==> src/rtl/fp_pkg.sv <==
// fp_pkg: shared widths, constants and the aligned-beat record for the FP adder front end.
// Contents: EXP_W, MANT_W, DIFF_W, DIFF_MAX and align_beat_t (the payload carried by fp_skid_buf).
package fp_pkg;
   localparam int EXP_W = 4;
   localparam int MANT_W = 8;
   localparam int DIFF_W = 3;
   localparam int DIFF_MAX = 7;
   typedef struct packed {
      logic [EXP_W-1:0] big_exp;
      logic [MANT_W-1:0] big_mant;
      logic [MANT_W-1:0] small_mant;
      logic [DIFF_W-1:0] diff;
      logic shift_ovf;
      logic swapped;
   } align_beat_t;
endpackage

==> src/rtl/fp_exp_align_stage_if.sv <==
// fp_exp_align_stage_if: operand-pair input channel and aligned-result output channel.
// Input channel: in_valid, in_ready, a_exp, a_mant, b_exp, b_mant.
// Output channel: out_valid, out_ready, big_exp, big_mant, small_mant, diff, shift_ovf, swapped.
// master: the environment (drives operands and out_ready); slave: the align stage.
interface fp_exp_align_stage_if;
   import fp_pkg::*;
   logic in_valid;
   logic in_ready;
   logic [EXP_W-1:0] a_exp;
   logic [MANT_W-1:0] a_mant;
   logic [EXP_W-1:0] b_exp;
   logic [MANT_W-1:0] b_mant;
   logic out_valid;
   logic out_ready;
   logic [EXP_W-1:0] big_exp;
   logic [MANT_W-1:0] big_mant;
   logic [MANT_W-1:0] small_mant;
   logic [DIFF_W-1:0] diff;
   logic shift_ovf;
   logic swapped;
   modport master (
      output in_valid, a_exp, a_mant, b_exp, b_mant, out_ready,
      input in_ready, out_valid, big_exp, big_mant, small_mant, diff, shift_ovf, swapped
   );
   modport slave (
      input in_valid, a_exp, a_mant, b_exp, b_mant, out_ready,
      output in_ready, out_valid, big_exp, big_mant, small_mant, diff, shift_ovf, swapped
   );
endinterface

==> src/rtl/fp_skid_buf.sv <==
// fp_skid_buf: 2-entry valid/ready skid buffer (output slot + skid slot) for any packed payload T.
// Ports: clk, rst_n (async active-low), in_valid/in_ready/in_data upstream,
//        out_valid/out_ready/out_data downstream. in_ready is a flop meaning "skid slot empty".
module fp_skid_buf import fp_pkg::*; #(
   parameter type T = align_beat_t
) (
   input  logic clk,
   input  logic rst_n,
   input  logic in_valid,
   output logic in_ready,
   input  T     in_data,
   output logic out_valid,
   input  logic out_ready,
   output T     out_data
);
   T skid_data;
   logic accept, drain;
   assign accept = in_valid && in_ready;
   assign drain = out_valid && out_ready;
   always_ff @(posedge clk or negedge rst_n)
      if (!rst_n) begin
         out_valid <= 1'b0;
         out_data <= '0;
         in_ready <= 1'b1;
         skid_data <= '0;
      end else if (!in_ready) begin
         if (drain) begin
            out_data <= skid_data;
            in_ready <= 1'b1;
         end
      end else if (accept) begin
         if (!out_valid || drain) begin
            out_data <= in_data;
            out_valid <= 1'b1;
         end else begin
            skid_data <= in_data;
            in_ready <= 1'b0;
         end
      end else if (drain)
         out_valid <= 1'b0;
endmodule

==> src/rtl/fp_exp_align_stage.sv <==
// fp_exp_align_stage: picks the larger-exponent operand and a saturated right-shift amount for the smaller mantissa.
// Ports: clk, rst_n (async active-low), bus (fp_exp_align_stage_if.slave): operand pair in, aligned beat out.
// Macro FP_ALIGN_ZERO_DETECT_EN: a zero mantissa is always treated as the small operand (fully shifted out).
module fp_exp_align_stage import fp_pkg::*; (
   input logic clk,
   input logic rst_n,
   fp_exp_align_stage_if.slave bus
);
   logic ge, ovf, swap;
   logic [EXP_W-1:0] raw;
   align_beat_t beat, q;
   assign ge = bus.a_exp >= bus.b_exp;
   assign raw = ge ? bus.a_exp - bus.b_exp : bus.b_exp - bus.a_exp;
   assign ovf = raw > EXP_W'(DIFF_MAX);
`ifdef FP_ALIGN_ZERO_DETECT_EN
   logic az, bz, one_zero, both_zero;
   assign az = bus.a_mant == '0;
   assign bz = bus.b_mant == '0;
   assign one_zero = az ^ bz;
   assign both_zero = az && bz;
   // a lone zero mantissa loses; a zero B (or two zeros) keeps A on the big side
   assign swap = (az && !bz) ? 1'b1 : bz ? 1'b0 : !ge;
   assign beat.shift_ovf = both_zero ? 1'b0 : one_zero ? 1'b1 : ovf;
   assign beat.diff = both_zero ? '0 : (one_zero || ovf) ? DIFF_W'(DIFF_MAX) : raw[DIFF_W-1:0];
`else
   assign swap = !ge;
   assign beat.shift_ovf = ovf;
   assign beat.diff = ovf ? DIFF_W'(DIFF_MAX) : raw[DIFF_W-1:0];
`endif
   assign beat.swapped = swap;
   assign beat.big_exp = swap ? bus.b_exp : bus.a_exp;
   assign beat.big_mant = swap ? bus.b_mant : bus.a_mant;
   assign beat.small_mant = swap ? bus.a_mant : bus.b_mant;
   fp_skid_buf #(.T(align_beat_t)) u_skid (
      .clk(clk),
      .rst_n(rst_n),
      .in_valid(bus.in_valid),
      .in_ready(bus.in_ready),
      .in_data(beat),
      .out_valid(bus.out_valid),
      .out_ready(bus.out_ready),
      .out_data(q)
   );
   assign bus.big_exp = q.big_exp;
   assign bus.big_mant = q.big_mant;
   assign bus.small_mant = q.small_mant;
   assign bus.diff = q.diff;
   assign bus.shift_ovf = q.shift_ovf;
   assign bus.swapped = q.swapped;
endmodule

==> src/flat_wrapper.sv <==
// flat-port wrapper written by rule: the top's interface ports become plain ports
module fp_exp_align_stage_flat import fp_pkg::*;
  (clk, rst_n, bus_in_valid, bus_a_exp, bus_a_mant, bus_b_exp, bus_b_mant, bus_out_ready, bus_in_ready, bus_out_valid, bus_big_exp, bus_big_mant, bus_small_mant, bus_diff, bus_shift_ovf, bus_swapped);
  fp_exp_align_stage_if bus_i ();
  input logic clk;
  input logic rst_n;
  input wire logic [$bits(bus_i.in_valid)-1:0] bus_in_valid;
  input wire logic [$bits(bus_i.a_exp)-1:0] bus_a_exp;
  input wire logic [$bits(bus_i.a_mant)-1:0] bus_a_mant;
  input wire logic [$bits(bus_i.b_exp)-1:0] bus_b_exp;
  input wire logic [$bits(bus_i.b_mant)-1:0] bus_b_mant;
  input wire logic [$bits(bus_i.out_ready)-1:0] bus_out_ready;
  output wire logic [$bits(bus_i.in_ready)-1:0] bus_in_ready;
  output wire logic [$bits(bus_i.out_valid)-1:0] bus_out_valid;
  output wire logic [$bits(bus_i.big_exp)-1:0] bus_big_exp;
  output wire logic [$bits(bus_i.big_mant)-1:0] bus_big_mant;
  output wire logic [$bits(bus_i.small_mant)-1:0] bus_small_mant;
  output wire logic [$bits(bus_i.diff)-1:0] bus_diff;
  output wire logic [$bits(bus_i.shift_ovf)-1:0] bus_shift_ovf;
  output wire logic [$bits(bus_i.swapped)-1:0] bus_swapped;
  assign bus_i.in_valid = bus_in_valid;
  assign bus_i.a_exp = bus_a_exp;
  assign bus_i.a_mant = bus_a_mant;
  assign bus_i.b_exp = bus_b_exp;
  assign bus_i.b_mant = bus_b_mant;
  assign bus_i.out_ready = bus_out_ready;
  assign bus_in_ready = bus_i.in_ready;
  assign bus_out_valid = bus_i.out_valid;
  assign bus_big_exp = bus_i.big_exp;
  assign bus_big_mant = bus_i.big_mant;
  assign bus_small_mant = bus_i.small_mant;
  assign bus_diff = bus_i.diff;
  assign bus_shift_ovf = bus_i.shift_ovf;
  assign bus_swapped = bus_i.swapped;
  fp_exp_align_stage u_core (.clk(clk), .rst_n(rst_n), .bus(bus_i));
endmodule
==> config.mk <==
export PLATFORM = sky130hd
export DESIGN_NAME = fp_exp_align_stage_flat
export DESIGN_NICKNAME = d
export VERILOG_FILES = /design/src/rtl/fp_pkg.sv /design/src/rtl/fp_exp_align_stage_if.sv /design/src/rtl/fp_skid_buf.sv /design/src/rtl/fp_exp_align_stage.sv /design/src/flat_wrapper.sv
export SDC_FILE = /design/constraint.sdc
export NUM_CORES = 1
export LEC_CHECK = 0
export CAP_MARGIN = 20
export CORE_MARGIN = 8
export CORE_UTILIZATION = 32
export CTS_CLUSTER_DIAMETER = 200
export DETAILED_ROUTE_END_ITERATION = 16
export HOLD_SLACK_MARGIN = 0.03
export PLACE_DENSITY = 0.59
export SYNTH_ARGS = -nofsm -noshare
export SYNTH_HDL_FRONTEND = slang
export SYNTH_HIERARCHICAL = 1
export SYNTH_SLANG_ARGS = --single-unit
==> constraint.sdc <==
create_clock -name clk -period 2.8 [get_ports clk]
set_input_delay 0.42 -clock clk [delete_from_list [all_inputs] [get_ports clk]]
set_output_delay 0.42 -clock clk [all_outputs]
set_load 0.03 [all_outputs]
Yosys cells after proc, flatten, opt, wreduce, memory -nomap -nowiden
Cells that the tools add are included.
- bits in registers: 52
- word-level logic and storage cells: 48
- add/subtract/negate cells: 2
- $lt $le $gt $ge: 2
- equality and inequality tests: 3
- mux-type cells: 16
- bitwise operators: 1
- reduce and logical (&&, ||, !) cells: 10
- operators by type and width (operator ; number):
    2-to-1 mux 25 bit ; 4
    2-to-1 mux 8 bit ; 2
    AND reduction 3 bit ; 3
    2-to-1 mux 4 bit ; 2
    subtractor 4 bit ; 2
    2-to-1 mux 1 bit ; 7
    inequality test 2 x 1 -> 1 bit, second input constant ; 3
    greater-or-equal comparator 4 bit ; 1
    > comparator 4 x 3 -> 1 bit, second input constant ; 1
    nonzero test 2 bit ; 2
    2-to-1 mux 3 bit ; 1
    logical AND 1 bit ; 2
    zero test 1 bit ; 2
    logical OR 1 bit ; 1
    inverter 1 bit ; 1

Logic depth before layout (Yosys ltp)
Gate-level depths: netlist (run 1).
- depth in word-level cells: 7
- depth in mapped cells: 11

Hierarchy
Netlist (run 1), hierarchy kept.
- modules (own cells, without submodules) (module ; times used ; cells an instance ; area an instance (µm²) ; seq. area each (µm²)):
    fp_skid_buf ; 1 ; 142 ; 2287.2 ; 1302.5
    fp_exp_align_stage ; 1 ; 99 ; 574.3 ; 0.0

Worst setup path after synthesis (run 1)
Ideal clock, no wire load.
- path type: input to register
- start point: input bus_a_exp[0]
- end point: register u_core/u_skid/out_data[3] (netlist bit)
- setup time: 0.127 ns
- data arrival time: 2.213 ns
- data required time: 2.673 ns
- path slack: 0.459 ns
- stages: 10
- buffers on the path: 1
- cells stage by stage: inv_1 -> ha_1 -> fa_1 -> a21boi_1 -> o21ai_2 -> buf_6 -> and2_1 -> a32oi_1 -> mux2_2 -> mux2_1
- RTL lines (element ; line ; source):
    start: declaration ; flat_wrapper.sv:8 ; input wire logic [$bits(bus_i.a_exp)-1:0] bus_a_exp;
    end signal: assignment ; fp_skid_buf.sv:28 ; out_data <= skid_data;
    end signal: assignment ; fp_skid_buf.sv:33 ; out_data <= in_data;
    end: declaration ; fp_skid_buf.sv:14 ; output T out_data

==> reports/qor.yml, run 1 <==
run_status:
  status: "completed"
sta:
  relSlewSlack: 0.633
  slew_violations: 0
  fin_crit_sh: 0.948
  rsz0062_at_grt: "false"
  fin_worst_skew_ns: 0.00793
  max_freq_mhz: 377
  setup_viol: 0
  tightestPinTransition_ns: 0.550
  timing.final.crit_period_ns: 2.65
  fin_ws_ns: 0.147
  whs_ns: 0.0930
  hold_violations: 0
clock_tree:
  htreeDepth: 2
  cts_inserted_buffers: 5
  clock-root-buffer: "clkbuf_8"
  cts_tree: "done"
  cts.clk_slew.worst_paths_ns: 0.09
  clock_latency_ns: 0.30
  clk_path_buf_depth: 2
  post_cts.repair.setup_buffers: 0
  cts_sinks: 52
  cts_hold_buffers: 0
floorplan:
  core_mm2: 0.00868
  row_count: 34
  fp.dieH_um: 111
  io_pins: 55
  die_area_mm2: 0.0122
  start_util: 0.330
  die_w_um: 111
critical_path:
  worst_ep_required_time_ns: 2.99
  cp_max_fo: 7
  path_class: "in2reg"
  critPathLaunchType: "input pin"
  worstPathArrival_ns: 2.84
  worst_setup_path_end_kind: "flop"
grt:
  grt_pass1_wl_um: 10800
  grt_max_degree: 26
  grt_usage: 0.106
  grt_overflow_total: 0
  grt_pass1_vias: 2060
  antenna_found_initial: 0
routing:
  met1_length_um: 2940
  wirelength_um: 6140
  drc: 0
  dr_wl_met2_um: 2810
  dr_wl_met3_um: 327
  wl_per_cell_um: 14.8
  initialDrtViolationCount: 119
  num_vias: 1877
  first_pass_iters: 4
  ant_nets: 0
  viasPerCell: 4.51
  top_layer_used: "met4"
synth:
  synth.yosys.seq_area_share: 0.455
  yosys.area_share.simple: 0.0905
  synth_area_per_cell_um2: 11.9
  ys_types: 29
  yosysTopAreaCell: "dfrtp_1"
  synthTopCellsByArea: "dfrtp_1 (45%), mux2_2 (29%), nand2_1 (7.3%), buf_6 (3.1%), ha_1 (3.1%)"
  syn_nets: 278
  synth.top_cells.by_count: "mux2_2 (73), nand2_1 (56), dfrtp_1 (51), buf_6 (8), inv_1 (8)"
  synth_area_mm2: 0.00286
  muxShareOfSynthArea: 0.302
  syn_inst: 241
  yosysTopAreaCellShare: 0.446
  ys_seq_elements: 52
  synthAdderAreaFrac: 0.0446
  synth_compound_area_frac: 0.0437
  synth_top_family_by_area: "multiplexers"
  synthXorXnorAreaFrac: 0.0122
  synth_edf_count: 0
  yosysMostFrequentCell: "mux2_2"
  synthFlopType: "dfrtp_1"
  ys_warn_count: 6
  async_flop_share: 1.00
final_layout:
  antennaDiodeCount: 0
  final_nets: 344
  area_growth_syn_to_layout_pct: 27.8
  final_area_mm2: 0.00366
  final_cells: 416
  drive_above_1_share: 0.341
pwr:
  power_mw: 1.51
  vdd_drop_max_v: 0.000251
  p_per_area_mw_per_mm2: 412
  p_leak_nw: 1.83
place:
  placed_area_mm2: 0.00355
  dp_slack_ns: -0.182
  place_congestion: 0.841
  port_buffers: 54
  hpwl_um: 4590
  placed_cells: 408
flow_run:
  cap_violations: 0
hold_path:
  hold_path_class: "in2async"
worst paths after layout:
kind	startpoint	to	slack, ns	cells after the start
min	rst_n	u_core/u_skid/skid_data[24]$_DFFE_PN0P_	0.09	1
max	bus_a_exp[0]	u_core/u_skid/out_data[22]$_DFFE_PN0P_	0.15	10
min in group clk	u_core/u_skid/out_data[3]$_DFFE_PN0P_	u_core/u_skid/out_data[3]$_DFFE_PN0P_	0.49	1
max reg2reg	u_core/u_skid/in_ready$_DFF_PN1_	u_core/u_skid/out_data[14]$_DFFE_PN0P_	0.87	4
min reg2reg	u_core/u_skid/out_data[3]$_DFFE_PN0P_	u_core/u_skid/out_data[3]$_DFFE_PN0P_	0.49	1
max in group asynchronous	rst_n	u_core/u_skid/out_data[17]$_DFFE_PN0P_	2.07	2
cells in the final DEF, fill, tap and decap left out, types with 3 or more instances in the layout:
master | netlist | routed
inv_1 | 8 | 8
ha_1 | 7 | 7
clkbuf_8 | 0 | 5
a21oi_1 | 3 | 3
dfrtp_1 | 51 | 51
mux2_2 | 73 | 73
buf_4 | 2 | 17
xnor2_1 | 3 | 3
nand2_1 | 56 | 56
clkdlybuf4s50_1 | 0 | 53
o21ai_0 | 4 | 4
per-layer routing:
metal / GRT usage / vias to the layer above
met5: 0 / -
met1: 0.133 / 891
met3: 0.0330 / 4
met4: 0.0270 / 0
met2: 0.171 / 32
li1: - / 950
where the power goes:
part	internal [mW]	switching (mW)
registers	0.750	0
clock network	0.266	0.245
logic	0.113	0.131
state kept, by name, indices dropped and copies added (netlist names):
signal	cells
u_core/u_skid/skid_data	25
u_core/u_skid/out_data	25
u_core/u_skid/in_ready	1
u_core/u_skid/out_valid	1
area by class of cell:
| type | instances | area [µm²] |
|---|---|---|
| clock buffer | 6 | 72.6 |
| timing repair buffer | 71 | 663 |
| clock inverter | 2 | 35.0 |
| tap | 108 | 135 |
| inverter | 9 | 36.3 |
| multi-input combinational | 168 | 1410 |
| fill | 852 | 5020 |
| sequential | 52 | 1300 |
logic make-up (layout without fill, tap and decap cells):
logic type | after synthesis | in the layout
buffers and inverters | 21 | 88
AND/OR/NAND/NOR | 61 | 61
XOR/XNOR | 4 | 4
adder cells (fa/ha/maj) | 9 | 9
flip-flops | 52 | 52
multiplexers | 77 | 77
AO/OA/AOI/OAI | 17 | 17
worst max-delay path, cell delays in order:
cell and delay (ns):
clkdlybuf4s50_1 0.48, inv_1 0.05, ha_1 0.22, fa_1 0.38, a21boi_1 0.15, o21ai_2 0.27, buf_4 0.21, o21ai_0 0.12
mux2_2 0.29, mux2_2 0.26
through the flow:
stage	setup TNS [ns]	util
floorplan	0	-
global placement	-2.15	0.409
detailed placement	-3.54	0.409
CTS	0	0.421
global route	0	0.421
finish	0	0.421
timing repair:
item	4_1_cts	5_1_grt
endpoints found under the hold margin	0	0
resized for setup	0	1
setup endpoints to repair	0	2
No activity file was read; power rests on OpenSTA's default activity.
==> run 2: changes to the inputs <==
- RECOVER_POWER: not set -> 100
- SETUP_SLACK_MARGIN: not set -> 0.5
- SKIP_CTS_REPAIR_TIMING: not set -> 1
==> reports/qor.yml, run 2 (same netlist as run 1, synthesis figures left out) <==
pwr:
  p_leak_nw: 1.98
  p_sw_mw: 0.380
  pwr-share-comb: 0.168
  vdd_drop_max_v: 0.000206
  netSwitchingFraction: 0.243
  p_per_area_mw_per_mm2: 418
  p_int_mw: 1.19
  p_seq_frac: 0.479
  power.clock.fraction: 0.353
critical_path:
  critPathLaunchType: "input pin"
  path_cells: "clkdlybuf4s50_1 > inv_1 > ha_1 > a21oi_1 > o21ai_4 > buf_6 > buf_8 > nand2_1 > nand2_1 > mux2_2 > mux2_2"
  critical_path.max_stage_delay_ns: 0.45
  worst_setup_path_end_kind: "flop"
  worstPathArrival_ns: 2.61
  cp_max_fo: 16
  path_class: "in2reg"
  worst_ep_required_time_ns: 2.98
  crit_slowest_cell: "clkdlybuf4s50_1"
sta:
  timing.final.crit_period_ns: 2.43
  tns_ns: 0
  fin_crit_sh: 0.867
  rsz0062_at_grt: "true"
  max_freq_mhz: 412
  tightestPinTransition_ns: 1.59
  relSlewSlack: -0.0607
  hold_violations: 0
  setup_viol: 0
  slew_violations: 30
  fin_worst_skew_ns: 0.00648
routing:
  wirelength_um: 6390
  initialDrtViolationCount: 55
  num_vias: 1964
  viasPerCell: 4.70
  ant_nets: 0
  wl_per_cell_um: 15.3
  first_pass_iters: 4
  drc: 0
flow_run:
  cap_violations: 1
final_layout:
  post-route-util: 0.432
  reg_top3: "u_core/u_skid/out_data x25, u_core/u_skid/skid_data x25"
  drive_above_1_share: 0.358
  mostFrequentLayoutCells: "mux2_2 (72), nand2_1 (55), dfrtp_1 (51)"
  area_growth_syn_to_layout_pct: 31.0
  antennaDiodeCount: 0
  final_nets: 346
  final_common_cell: "mux2_2"
grt:
  grt_pass1_wl_um: 10500
  grt_max_degree: 30
  grt_overflow_total: 0
  antenna_found_initial: 0
  grt_pass1_vias: 2063
  grt_usage: 0.102
place:
  place_congestion: 0.834
  hpwl_um: 4480
  port_buffers: 54
floorplan:
  core_mm2: 0.00868
  io_pins: 55
  fp.dieH_um: 111
  row_count: 34
  start_util: 0.330
  die_area_mm2: 0.0122
  die_w_um: 111
run_status:
  status: "finished, violations left"
  failed_checks: "capacitance limit, slew limit"
clock_tree:
  clk_path_buf_depth: 2
  cts.clk_slew.worst_paths_ns: 0.09
  htreeDepth: 2
  cts_sinks: 52
  cts_tree: "done"
  cts_inserted_buffers: 5
  clock_latency_ns: 0.30
  clock-root-buffer: "clkbuf_8"
hold_path:
  hold_path_class: "in2async"
## run 2: power by group through the flow
stage,clock network (mW),registers (mW),logic (mW)
after CTS,0.578,0.750,0.248
after global routing,0.602,0.751,0.298
final,0.553,0.750,0.263
after global placement,0,0.765,0.243
after detailed placement,0,0.765,0.247
after floorplan,0,0.765,0.141
## run 2: layout make-up
cell class | count | area (µm²)
multi-input combinational | 168 | 1460
sequential | 52 | 1300
fill | 873 | 4930
clock buffer | 7 | 96.3
timing repair inverter | 1 | 6.26
clock inverter | 1 | 30.0
tap | 108 | 135
inverter | 9 | 38.8
timing repair buffer | 72 | 678
## run 2: metrics by stage
stage	instances	worst slack, ns	power (mW)	cell area (µm²)	hold slack (ns)
2_1_floorplan	241	0.504	0.906	2880	0.124
3_3_place_gp	406	-0.0358	1.01	3550	0.437
3_5_place_dp	406	-0.0805	1.01	3550	0.435
4_1_cts	414	0.242	1.58	3680	0.104
5_1_grt	418	0.243	1.65	3750	0.527
6_report	418	0.372	1.57	3750	0.483
## run 2: worst max-delay path: cells and delay by family
| kind | cells | cell delay [ns] |
|---|---|---|
| and+or+nand+nor | 2 | 0.16 |
| adders and majority gates | 1 | 0.32 |
| muxes | 2 | 0.53 |
| AOI/OAI and AO/OA | 2 | 0.37 |
| buffers and inverters | 4 | 0.79 |
## run 2: path summary, 6_finish.rpt
kind,startpoint,end,slack [ns],depth (start not counted)
worst min-delay path,rst_n,u_core/u_skid/skid_data[24]$_DFFE_PN0P_,0.48,2
worst max register to register,u_core/u_skid/in_ready$_DFF_PN1_,u_core/u_skid/out_data[3]$_DFFE_PN0P_,0.99,4
worst max-delay path,bus_b_exp[3],u_core/u_skid/out_data[16]$_DFFE_PN0P_,0.37,11
worst min register to register,u_core/u_skid/out_data[8]$_DFFE_PN0P_,u_core/u_skid/out_data[8]$_DFFE_PN0P_,0.51,1
min in group clk,u_core/u_skid/out_data[8]$_DFFE_PN0P_,u_core/u_skid/out_data[8]$_DFFE_PN0P_,0.51,1
max in group asynchronous,rst_n,u_core/u_skid/skid_data[14]$_DFFE_PN0P_,1.26,2
## run 2: routing by layer
metal	vias up	track usage	part of all wire
met5	-	0	0
met3	4	0.0368	0.053
met2	34	0.164	0.47
li1	953	-	-
met4	0	0.0216	0.0059
met1	973	0.129	0.47
